[src/rtl/gr8_dram_pkg.sv]
// rtl/gr8_dram_pkg.sv - shared types and constants for the GR8 DRAM scheduler
package gr8_dram_pkg;

  typedef enum logic [2:0] {
    ST_IDLE,
    ST_REF,
    ST_DMA,
    ST_PRE,
    ST_CPU,
    ST_CPU_END,
    ST_HREF
  } sched_state_t;

  localparam logic [2:0] PH_DEC  = 3'd0;
  localparam logic [2:0] PH_PRE  = 3'd3;
  localparam logic [2:0] PH_CPU  = 3'd4;
  localparam logic [2:0] PH_IDLE = 3'd7;

  localparam int BANK_BIT = 22;

  // Returns {cas1, cas0} for the selected bank.
  function automatic logic [1:0] cas_sel(input logic bank);
    return bank ? 2'b10 : 2'b01;
  endfunction

endpackage

[src/rtl/gr8_ref_timer.sv]
// rtl/gr8_ref_timer.sv - refresh period counter, saturating pending count and overflow flag
module gr8_ref_timer #(
  parameter int REF_PERIOD  = 13,
  parameter int REF_BACKLOG = 4
) (
  input  logic       clk,
  input  logic       rst,
  input  logic       tick,
  input  logic       svc,
  output logic [2:0] ref_pend,
  output logic       ref_ovf
);

  localparam int CNT_W = $clog2(REF_PERIOD + 1);

  logic [CNT_W-1:0] cnt;
  logic             inc;

  assign inc = tick && (cnt == CNT_W'(REF_PERIOD - 1));

  always_ff @(posedge clk or posedge rst) begin
    if (rst) begin
      cnt      <= '0;
      ref_pend <= 3'd0;
      ref_ovf  <= 1'b0;
    end else begin
      if (tick) begin
        cnt <= inc ? '0 : cnt + CNT_W'(1);
      end
      // A request and a service in the same clock cancel out.
      if (inc && !svc) begin
        if (ref_pend == 3'(REF_BACKLOG)) begin
          ref_ovf <= 1'b1;
        end else begin
          ref_pend <= ref_pend + 3'd1;
        end
      end else if (svc && !inc && ref_pend != 3'd0) begin
        ref_pend <= ref_pend - 3'd1;
      end
    end
  end

endmodule

[src/rtl/gr8_dram_sched.sv]
// rtl/gr8_dram_sched.sv - DRAM scheduler: refresh / DMA pre-slot, CPU slot, registered strobes
// Optional HIDDEN_REF_EN: CBR refresh in an unused CPU slot.
module gr8_dram_sched
  import gr8_dram_pkg::*;
#(
  parameter int REF_PERIOD  = 13,
  parameter int REF_BACKLOG = 4,
  parameter int ADDR_W      = 24
) (
  input  logic              C7M,
  input  logic              RES,
  input  logic              s_cyc,
  input  logic              cpu_req,
  input  logic              cpu_we,
  input  logic [ADDR_W-1:0] cpu_addr,
  input  logic              dma_req,
  input  logic              dma_we,
  input  logic [ADDR_W-1:0] dma_addr,
  output logic              dma_ack,
  output logic              ras,
  output logic              cas0,
  output logic              cas1,
  output logic              asel,
  output logic              rwe,
  output logic [2:0]        ref_pend,
  output logic              ref_ovf
);

  sched_state_t state;
  logic [2:0]   ph;
  logic         dma_bank;
  logic         dma_we_q;
  logic         cpu_bank;
  logic         cpu_we_q;
  logic         ref_svc;

  // Addresses reach the DRAM through the external row/column mux; only the bank bit steers CAS here.
  logic unused_addr;
  assign unused_addr = ^{cpu_addr, dma_addr};

  assign ref_svc = (ph == 3'd2 && state == ST_REF) || (ph == 3'd5 && state == ST_HREF);

  gr8_ref_timer #(
    .REF_PERIOD (REF_PERIOD),
    .REF_BACKLOG(REF_BACKLOG)
  ) u_ref_timer (
    .clk     (C7M),
    .rst     (RES),
    .tick    (s_cyc),
    .svc     (ref_svc),
    .ref_pend(ref_pend),
    .ref_ovf (ref_ovf)
  );

  // Strobes are computed for the phase being entered, so each is valid for the whole phase.
  always_ff @(posedge C7M or posedge RES) begin
    if (RES) begin
      state    <= ST_IDLE;
      ph       <= PH_IDLE;
      ras      <= 1'b0;
      cas0     <= 1'b0;
      cas1     <= 1'b0;
      asel     <= 1'b0;
      rwe      <= 1'b0;
      dma_ack  <= 1'b0;
      dma_bank <= 1'b0;
      dma_we_q <= 1'b0;
      cpu_bank <= 1'b0;
      cpu_we_q <= 1'b0;
    end else begin
      ras     <= 1'b0;
      cas0    <= 1'b0;
      cas1    <= 1'b0;
      asel    <= 1'b0;
      rwe     <= 1'b0;
      dma_ack <= 1'b0;
      if (s_cyc) begin
        ph    <= PH_DEC;
        state <= ST_IDLE;
      end else begin
        if (ph != PH_IDLE) begin
          ph <= ph + 3'd1;
        end
        case (ph)
          PH_DEC: begin
            dma_bank <= dma_addr[BANK_BIT];
            dma_we_q <= dma_we;
            if (ref_pend == 3'(REF_BACKLOG) || (ref_pend != 3'd0 && !dma_req)) begin
              state <= ST_REF;
              cas0  <= 1'b1;
              cas1  <= 1'b1;
            end else if (dma_req) begin
              state <= ST_DMA;
              ras   <= 1'b1;
              rwe   <= dma_we;
            end else begin
              state <= ST_IDLE;
            end
          end
          3'd1: begin
            if (state == ST_REF) begin
              ras  <= 1'b1;
              cas0 <= 1'b1;
              cas1 <= 1'b1;
            end else if (state == ST_DMA) begin
              ras          <= 1'b1;
              asel         <= 1'b1;
              {cas1, cas0} <= cas_sel(dma_bank);
              rwe          <= dma_we_q;
              dma_ack      <= 1'b1;
            end
          end
          3'd2: begin
            state <= ST_PRE;
          end
          PH_PRE: begin
            if (cpu_req) begin
              state    <= ST_CPU;
              ras      <= 1'b1;
              rwe      <= cpu_we;
              cpu_bank <= cpu_addr[BANK_BIT];
              cpu_we_q <= cpu_we;
            end
`ifdef HIDDEN_REF_EN
            else if (ref_pend != 3'd0) begin
              state <= ST_HREF;
              cas0  <= 1'b1;
              cas1  <= 1'b1;
            end
`endif
            else begin
              state <= ST_IDLE;
            end
          end
          PH_CPU, 3'd5: begin
            if (state == ST_CPU) begin
              ras          <= 1'b1;
              asel         <= 1'b1;
              {cas1, cas0} <= cas_sel(cpu_bank);
              rwe          <= cpu_we_q;
            end
`ifdef HIDDEN_REF_EN
            else if (state == ST_HREF && ph == PH_CPU) begin
              ras  <= 1'b1;
              cas0 <= 1'b1;
              cas1 <= 1'b1;
            end
`endif
          end
          3'd6: begin
            state <= (state == ST_CPU) ? ST_CPU_END : ST_IDLE;
          end
          default: begin
          end
        endcase
      end
    end
  end

endmodule
[config.mk]
export PLATFORM = sky130hd
export DESIGN_NAME = gr8_dram_sched
export DESIGN_NICKNAME = d
export VERILOG_FILES = /design/src/rtl/gr8_dram_pkg.sv /design/src/rtl/gr8_ref_timer.sv /design/src/rtl/gr8_dram_sched.sv
export SDC_FILE = /design/constraint.sdc
export NUM_CORES = 1
export LEC_CHECK = 0
export CAP_MARGIN = 20
export CORE_MARGIN = 1
export CORE_UTILIZATION = 38
export CTS_CLUSTER_SIZE = 25
export DETAILED_ROUTE_END_ITERATION = 12
export PLACE_DENSITY = 0.8
export SLEW_MARGIN = 20
export SYNTH_ARGS = -nofsm -noshare
export SYNTH_HDL_FRONTEND = slang
export SYNTH_SLANG_ARGS = --single-unit
export TNS_END_PERCENT = 1
[constraint.sdc]
create_clock -name C7M -period 2.4 [get_ports C7M]
set_input_delay 0.48 -clock C7M [delete_from_list [all_inputs] [get_ports C7M]]
set_output_delay 0.48 -clock C7M [all_outputs]
set_load 0.01 [all_outputs]
==> metrics.cfg, run 1 <==
[layout]
area_delta_synth_final_pct=20.89
layout_commonest_cell=dfrtp_1
design_area_sq_mm=0.001795
final_cells=219
drive_gt1_share_pct=18.13
layout.nets=236
postLayoutCoreUtil_pct=48.32
diodes=0
final_cell_mix=dfrtp_1, clkdlybuf4s50_1, nor2_1

[clock_tree]
htreeDepth=1
cts_buffers=3
cts_tree=yes
insertion_delay_ps=280
cts_buffer_depth=2
cts_root_buf=clkbuf_8
clock_sinks=24
clk_pin_slew_ps=90
cts_setup_buffers=0
cts_resized=0
cts_hold_buf=0

[critical_path]
reg2reg_slack_ps=100
cp_slowest_stage_delay_ps=560
timing.critical_path.cells=inv_1 > ha_2 > and3_4 > a22oi_2 > nand2_2 > fa_2 > buf_4 > o2111ai_1 > mux2i_1 > a311oi_1
required_ps=2580
worstPathArrival_ps=2480
start_kind=flip-flop
slowest_stage=dfstp_2
r2r_end=u_ref_timer.ref_pend[2]
critPathCaptureType=flip-flop
criticalPathCategory=flip-flop to flip-flop
reg2reg_depth=10
r2r-start=ph[1]
cp_max_fo=4

[die]
dieArea_sq_mm=0.004162
ios=65
die_x_um=64.52
die-height_um=64.52
start_util_pct=39.97
rows=22
core_sq_mm=0.003716

[logic_synthesis]
ys.flop_type=dfrtp_1
synth_fa_ha_area_share_pct=8.088
synth_cell_types=50
synthCells=149
async_flop_share_pct=100.0
ys_warn_count=0
yosysTopAreaCellShare_pct=35.38
ys_top_cells_by_area=dfrtp_1, ha_1, dfstp_2
yosys.area_share.simple_pct=19.12
synthXorXnorAreaFrac_pct=1.769
synth_top_family_by_area=compound AO/OA/AOI/OAI gates
synth_mux_area_share_pct=5.307
synth_compound_area_share_pct=19.21
synth_area_leader_cell=dfrtp_1
ys_seq_area_share_pct=40.69
syn_area_sq_mm=0.001485
synth_nets=213
ys_seq_elements=24
synth_edf_count=0
syn_avg_cell_area_sq_um=9.968

[timing]
setup_viol=0
period_minus_slack_ps=2299
tightestPinTransition_ps=507.6
fmax_ghz=0.4349
final-hold-violation-count=0
period_share_pct=95.81
whs_ps=486.7
slew_headroom_pct=65.90
slew_violations=0
finClkSkew_ps=10.51
setup_slack_ps=100.7
fin_tns_setup_ps=0

[global_routing]
grt_max_degree=25
antenna_found_initial=0
grt_pass1_vias=1162
grt_pass1_wl_um=5230
grt_overflow=0
track_usage_pct=16.58

[power_and_ir_drop]
sequentialPowerShare_pct=43.3
total_power_mw=1.407
power_frac_comb_pct=36.4
swShare_pct=35.51
max-vdd-ir-drop_mv=0.3688
internal-power_uw=907.1
clockPowerShare_pct=20.3
p_switching_uw=499.6
p_per_area_mw_per_mm2=783.5
total_leakage_power_nw=0.7490

[routing]
via_count=1169
wl_um=3006
routed_via_density=5.338
initialDrtViolationCount=25
wire_per_inst_um=13.73
drtAntennaViolNets=0
drt_pass1_iterations=4
drc=0

[place]
place_ws_ps=16.59
placedCellCount=215
gp_congestion=0.9000
placed_area_sq_mm=0.001733
io_buffers=18
hpwl_um=2240

[status]
status=complete, no violations

[worst_hold_path]
holdCritStartpoint=u_ref_timer.ref_ovf
worstHoldPathCells=1
hold_class=flip-flop to flip-flop
holdPathEnd=u_ref_timer.ref_ovf

[flow_run]
max_cap_viol_count=0

## synthesized netlist by cell type (all sizes together) (2+ instances only)
| master | instances |
|---|---|
| nor2b | 3 |
| ha | 8 |
| xor2 | 2 |
| nor3 | 3 |
| o2111ai | 3 |
| mux2 | 4 |
| a31oi | 3 |
| a211oi | 2 |
| a22oi | 2 |
| o21ai | 8 |
| a311oi | 2 |
| buf | 2 |
| nand3 | 4 |
| nand4 | 2 |
| a21oi | 8 |
| a221oi | 2 |
| mux2i | 3 |
| nand2b | 3 |
| nor2 | 14 |
| clkbuf | 5 |
| dfstp | 3 |
| a211o | 2 |
| inv | 11 |
| dfrtp | 21 |
| nand2 | 10 |
## layer usage
metal	up-vias	routed length, um	GRT usage, %
li1	584	-	-
met1	554	1375	20.53
met2	24	1445	26.05
met3	7	114	3.697
met4	0	70	10.28
met5	-	0	0
## power by group through the flow
| stage | sequential, mW | combinational [mW] | clock [mW] |
|---|---|---|---|
| after global routing | 0.626 | 0.573 | 0.313 |
| after detailed placement | 0.614 | 0.509 | 0 |
| after floorplan | 0.590 | 0.357 | 0 |
| after CTS | 0.605 | 0.512 | 0.290 |
| final | 0.609 | 0.513 | 0.285 |
| after global placement | 0.613 | 0.485 | 0 |
## worst max-delay path by stage
stage / from / endpoint / slack (ps) / cells past startpoint
6_report: ph[1] / u_ref_timer.ref_pend[2] / 100 / 10
5_1_grt: ph[1] / u_ref_timer.ref_pend[2] / -20 / 10
4_1_cts: ph[1] / u_ref_timer.ref_pend[2] / 2 / 10
3_5_place_dp: ph[1] / u_ref_timer.ref_pend[2] / 20 / 10
3_3_place_gp: ph[1] / u_ref_timer.ref_pend[2] / 50 / 10
2_1_floorplan: ph[0] / u_ref_timer.ref_pend[2] / 50 / 10
## logic make-up after synthesis
family | Yosys count
AOI/OAI and AO/OA | 39
xor gates and xnor gates | 3
adders and majority gates | 9
buffers and inverters | 18
DFF | 24
muxes | 7
and+or+nand+nor | 49
## area by class of cell
cell class | instances | area (sq um)
Fill cell | 354 | 1921
Inverter | 11 | 41.29
Sequential cell | 24 | 604.3
Timing Repair Buffer | 25 | 232.7
Tap cell | 48 | 60.06
Multi-Input combinational cell | 107 | 802.0
Clock buffer | 4 | 55.05
## sequential cells by signal, summed over array words and instances (netlist names)
name and count:
asel 1, u_ref_timer.cnt 4, cas1 1, dma_ack 1
cpu_we_q 1, state 3, cpu_bank 1, ras 1
ph 3, cas0 1, dma_bank 1, u_ref_timer.ref_pend 3
rwe 1, u_ref_timer.ref_ovf 1, dma_we_q 1
## worst max-delay path: cells and delay by family (launching register included)
kind | cells | cell delay (ps)
mux | 1 | 100
flops | 1 | 560
fa+ha+maj | 2 | 540
simple gates | 2 | 300
compound gates | 3 | 500
buf+inv | 2 | 210
No activity file was read; power rests on OpenSTA's default activity.
==> run 2: changes to the inputs <==
--- a/config.mk
+++ b/config.mk
@@ -7,10 +7,11 @@
 export LEC_CHECK = 0
 export CAP_MARGIN = 20
 export CORE_MARGIN = 1
-export CORE_UTILIZATION = 38
+export CORE_UTILIZATION = 35
 export CTS_CLUSTER_SIZE = 25
 export DETAILED_ROUTE_END_ITERATION = 12
-export PLACE_DENSITY = 0.8
+export HOLD_SLACK_MARGIN = 0.08
+export PLACE_DENSITY = 0.75
 export SLEW_MARGIN = 20
 export SYNTH_ARGS = -nofsm -noshare
 export SYNTH_HDL_FRONTEND = slang
==> run 2 against run 1 <==
Against the previous run: total power decreased by 3.2%; core utilization shrank 3.8 points; global-route usage is 1.6 points lower; first-iteration DRC count increased by 68%; register-to-register slack hardly changed; clock skew shrank 3.8 ps; critical path depth is the same; sequential cell count unchanged; routed wire length is 3.8% lower; worst hold slack got worse by 8.7 ps; die area increased by 8.3%; clock-buffer cell count stayed put; highest routed layer unchanged.
==> metrics.cfg, run 2 (synthesis results as in run 1) <==
[layout]
layout.nets=236  ; unchanged
largest_register=u_ref_timer.cnt
layout_commonest_cell=dfrtp_1
drive_gt1_share_pct=17.54  ; -0.58 points
largest_reg_flops=4  ; unchanged
final_cell_mix=dfrtp_1, clkdlybuf4s50_1, nor2_1
area_delta_synth_final_pct=20.64
diodes=0  ; unchanged

[global_routing]
use_met1_pct=21.25  ; +0.72 points
grt_pass1_vias=1126  ; -3.1%
antenna_found_initial=0  ; unchanged
grt_busiest_layer=met2
use_met3_pct=2.196  ; -1.5 points
grt_util_met2_pct=22.25  ; -3.8 points
grt_max_degree=25  ; unchanged
grt_overflow=0  ; unchanged
track_usage_pct=14.96  ; -1.6 points
grt_pass1_wl_um=5078  ; -2.9%

[critical_path]
cp_max_fo=4  ; unchanged
worstPathArrival_ps=2470  ; about the same
critPathCaptureType=flip-flop
required_ps=2570  ; about the same
criticalPathCategory=flip-flop to flip-flop
timing.critical_path.cells=inv_1 > ha_1 > and3_4 > a22oi_2 > nand2_2 > fa_2 > buf_4 > o2111ai_1 > mux2i_1 > a311oi_1
r2r-start=ph[1]
critPathLaunch=ph[1]
reg2reg_depth=10  ; unchanged
start_kind=flip-flop
cp_slowest_stage_delay_ps=560  ; about the same
critPathCapture=u_ref_timer.ref_pend[2]
slowest_stage=dfstp_2
reg2reg_slack_ps=100  ; about the same
r2r_end=u_ref_timer.ref_pend[2]

[clock_tree]
cts_buffer_depth=2  ; unchanged
cts_tree=yes
clk_pin_slew_ps=80  ; about the same
cts_buffers=3  ; unchanged
clock_sinks=24  ; unchanged
insertion_delay_ps=260  ; -20 ps
htreeDepth=1  ; unchanged
cts_root_buf=clkbuf_8
cts_setup_buffers=0  ; unchanged
cts_resized=0  ; unchanged
cts_hold_buf=0  ; unchanged

[power_and_ir_drop]
p_switching_uw=479.9  ; -3.9%
total_leakage_power_nw=0.7473  ; -0.22%
internal-power_uw=882.0  ; -2.8%
sequentialPowerShare_pct=44.6  ; +1.3 points
swShare_pct=35.24  ; -0.28 points
max-vdd-ir-drop_mv=0.3214  ; -13%
power_frac_comb_pct=37.9  ; +1.5 points
p_per_area_mw_per_mm2=760.1  ; -3.0%
clockPowerShare_pct=17.5  ; -2.8 points

[die]
die-height_um=67.14  ; +4.1%
die_x_um=67.14  ; +4.1%
start_util_pct=36.86  ; -3.1 points
ios=65  ; unchanged
rows=23  ; +4.5%
core_sq_mm=0.004029  ; +8.4%
dieArea_sq_mm=0.004508  ; +8.3%

[routing]
drc=0  ; unchanged
drt_pass1_iterations=4  ; unchanged
wire_per_inst_um=13.09  ; -4.6%
wl_um=2893  ; -3.8%
drtAntennaViolNets=0  ; unchanged
routed_via_density=5.303  ; -0.65%
initialDrtViolationCount=42  ; +68%
via_count=1172  ; +0.26%

[status]
status=complete, no violations

[timing]
slew_headroom_pct=67.05  ; +1.2 points
fmax_ghz=0.4343  ; -0.15%
fin_tns_setup_ps=0  ; unchanged
final-hold-violation-count=0  ; unchanged
period_minus_slack_ps=2303  ; +3.419 ps
rsz0062_at_grt=no
whs_ps=478.0  ; -8.705 ps
slew_violations=0  ; unchanged
setup_slack_ps=97.26  ; -3.419 ps
setup_viol=0  ; unchanged
period_share_pct=95.95  ; +0.14 points
tightestPinTransition_ps=490.4  ; -17.13 ps
finClkSkew_ps=6.682  ; -3.827 ps

[place]
gp_congestion=0.8345  ; -7.3%
hpwl_um=2222  ; -0.81%
io_buffers=18  ; unchanged
place_ws_ps=18.27  ; +1.672 ps

[flow_run]
max_cap_viol_count=0  ; unchanged

[worst_hold_path]
hold_class=flip-flop to flip-flop

==> run 2: cell counts in the layout (fill, tap and decap cells not counted) <==
Identical to the previous run, type by type.
==> run 2: metal layers <==
metal,routed length (um),vias to the layer above
li1,-,582
met1,1380,561
met2,1377,25
met3,102,4
met4,32,0
met5,0,-
==> run 2: metrics by stage <==
step / total power [mW] / cell area [sq um] / util, % / std cells
3_5_place_dp: 1.116 / 1735 / 43.07 / 217
5_1_grt: 1.467 / 1792 / 44.47 / 221
2_1_floorplan: 0.9466 / 1485 / - / 149
4_1_cts: 1.360 / 1780 / 44.19 / 221
3_3_place_gp: 1.101 / 1735 / 43.07 / 217
6_report: 1.362 / 1792 / 44.47 / 221
==> run 2: cell type report <==
| class | instances | area (sq um) |
|---|---|---|
| repair buffers | 25 | 232.7 |
| clock buffers | 4 | 45.04 |
| multi-input cells | 107 | 805.8 |
| well taps | 50 | 62.56 |
| inverters | 11 | 41.29 |
| flip-flops and latches | 24 | 604.3 |
| fillers | 407 | 2237 |
==> run 2: power groups by stage <==
stage	Clock (mW)	Sequential (mW)	Combinational (mW)
6_report	0.239	0.608	0.516
2_1_floorplan	0	0.590	0.357
3_3_place_gp	0	0.612	0.490
5_1_grt	0.271	0.628	0.567
3_5_place_dp	0	0.613	0.502
4_1_cts	0.248	0.605	0.506
==> run 2: how the worst min path moves through the flow <==
stage                             start                   to  slack (ps)  cells after the start
floorplan            u_ref_timer.cnt[3]   u_ref_timer.cnt[3]         460                      1
global placement    u_ref_timer.ref_ovf  u_ref_timer.ref_ovf         460                      1
detailed placement  u_ref_timer.ref_ovf  u_ref_timer.ref_ovf         470                      1
CTS                 u_ref_timer.ref_ovf  u_ref_timer.ref_ovf         490                      1
global route        u_ref_timer.ref_ovf  u_ref_timer.ref_ovf         500                      1
finish              u_ref_timer.ref_ovf  u_ref_timer.ref_ovf         480                      1
==> run 2: worst max-delay path, delay by kind of cell, from the launching register on <==
kind / cells / cell delay (ps)
DFF: 1 / 560
adders and majority gates: 2 / 560
AOI/OAI and AO/OA: 3 / 500
and+or+nand+nor: 2 / 300
buffers and inverters: 2 / 200
muxes: 1 / 100
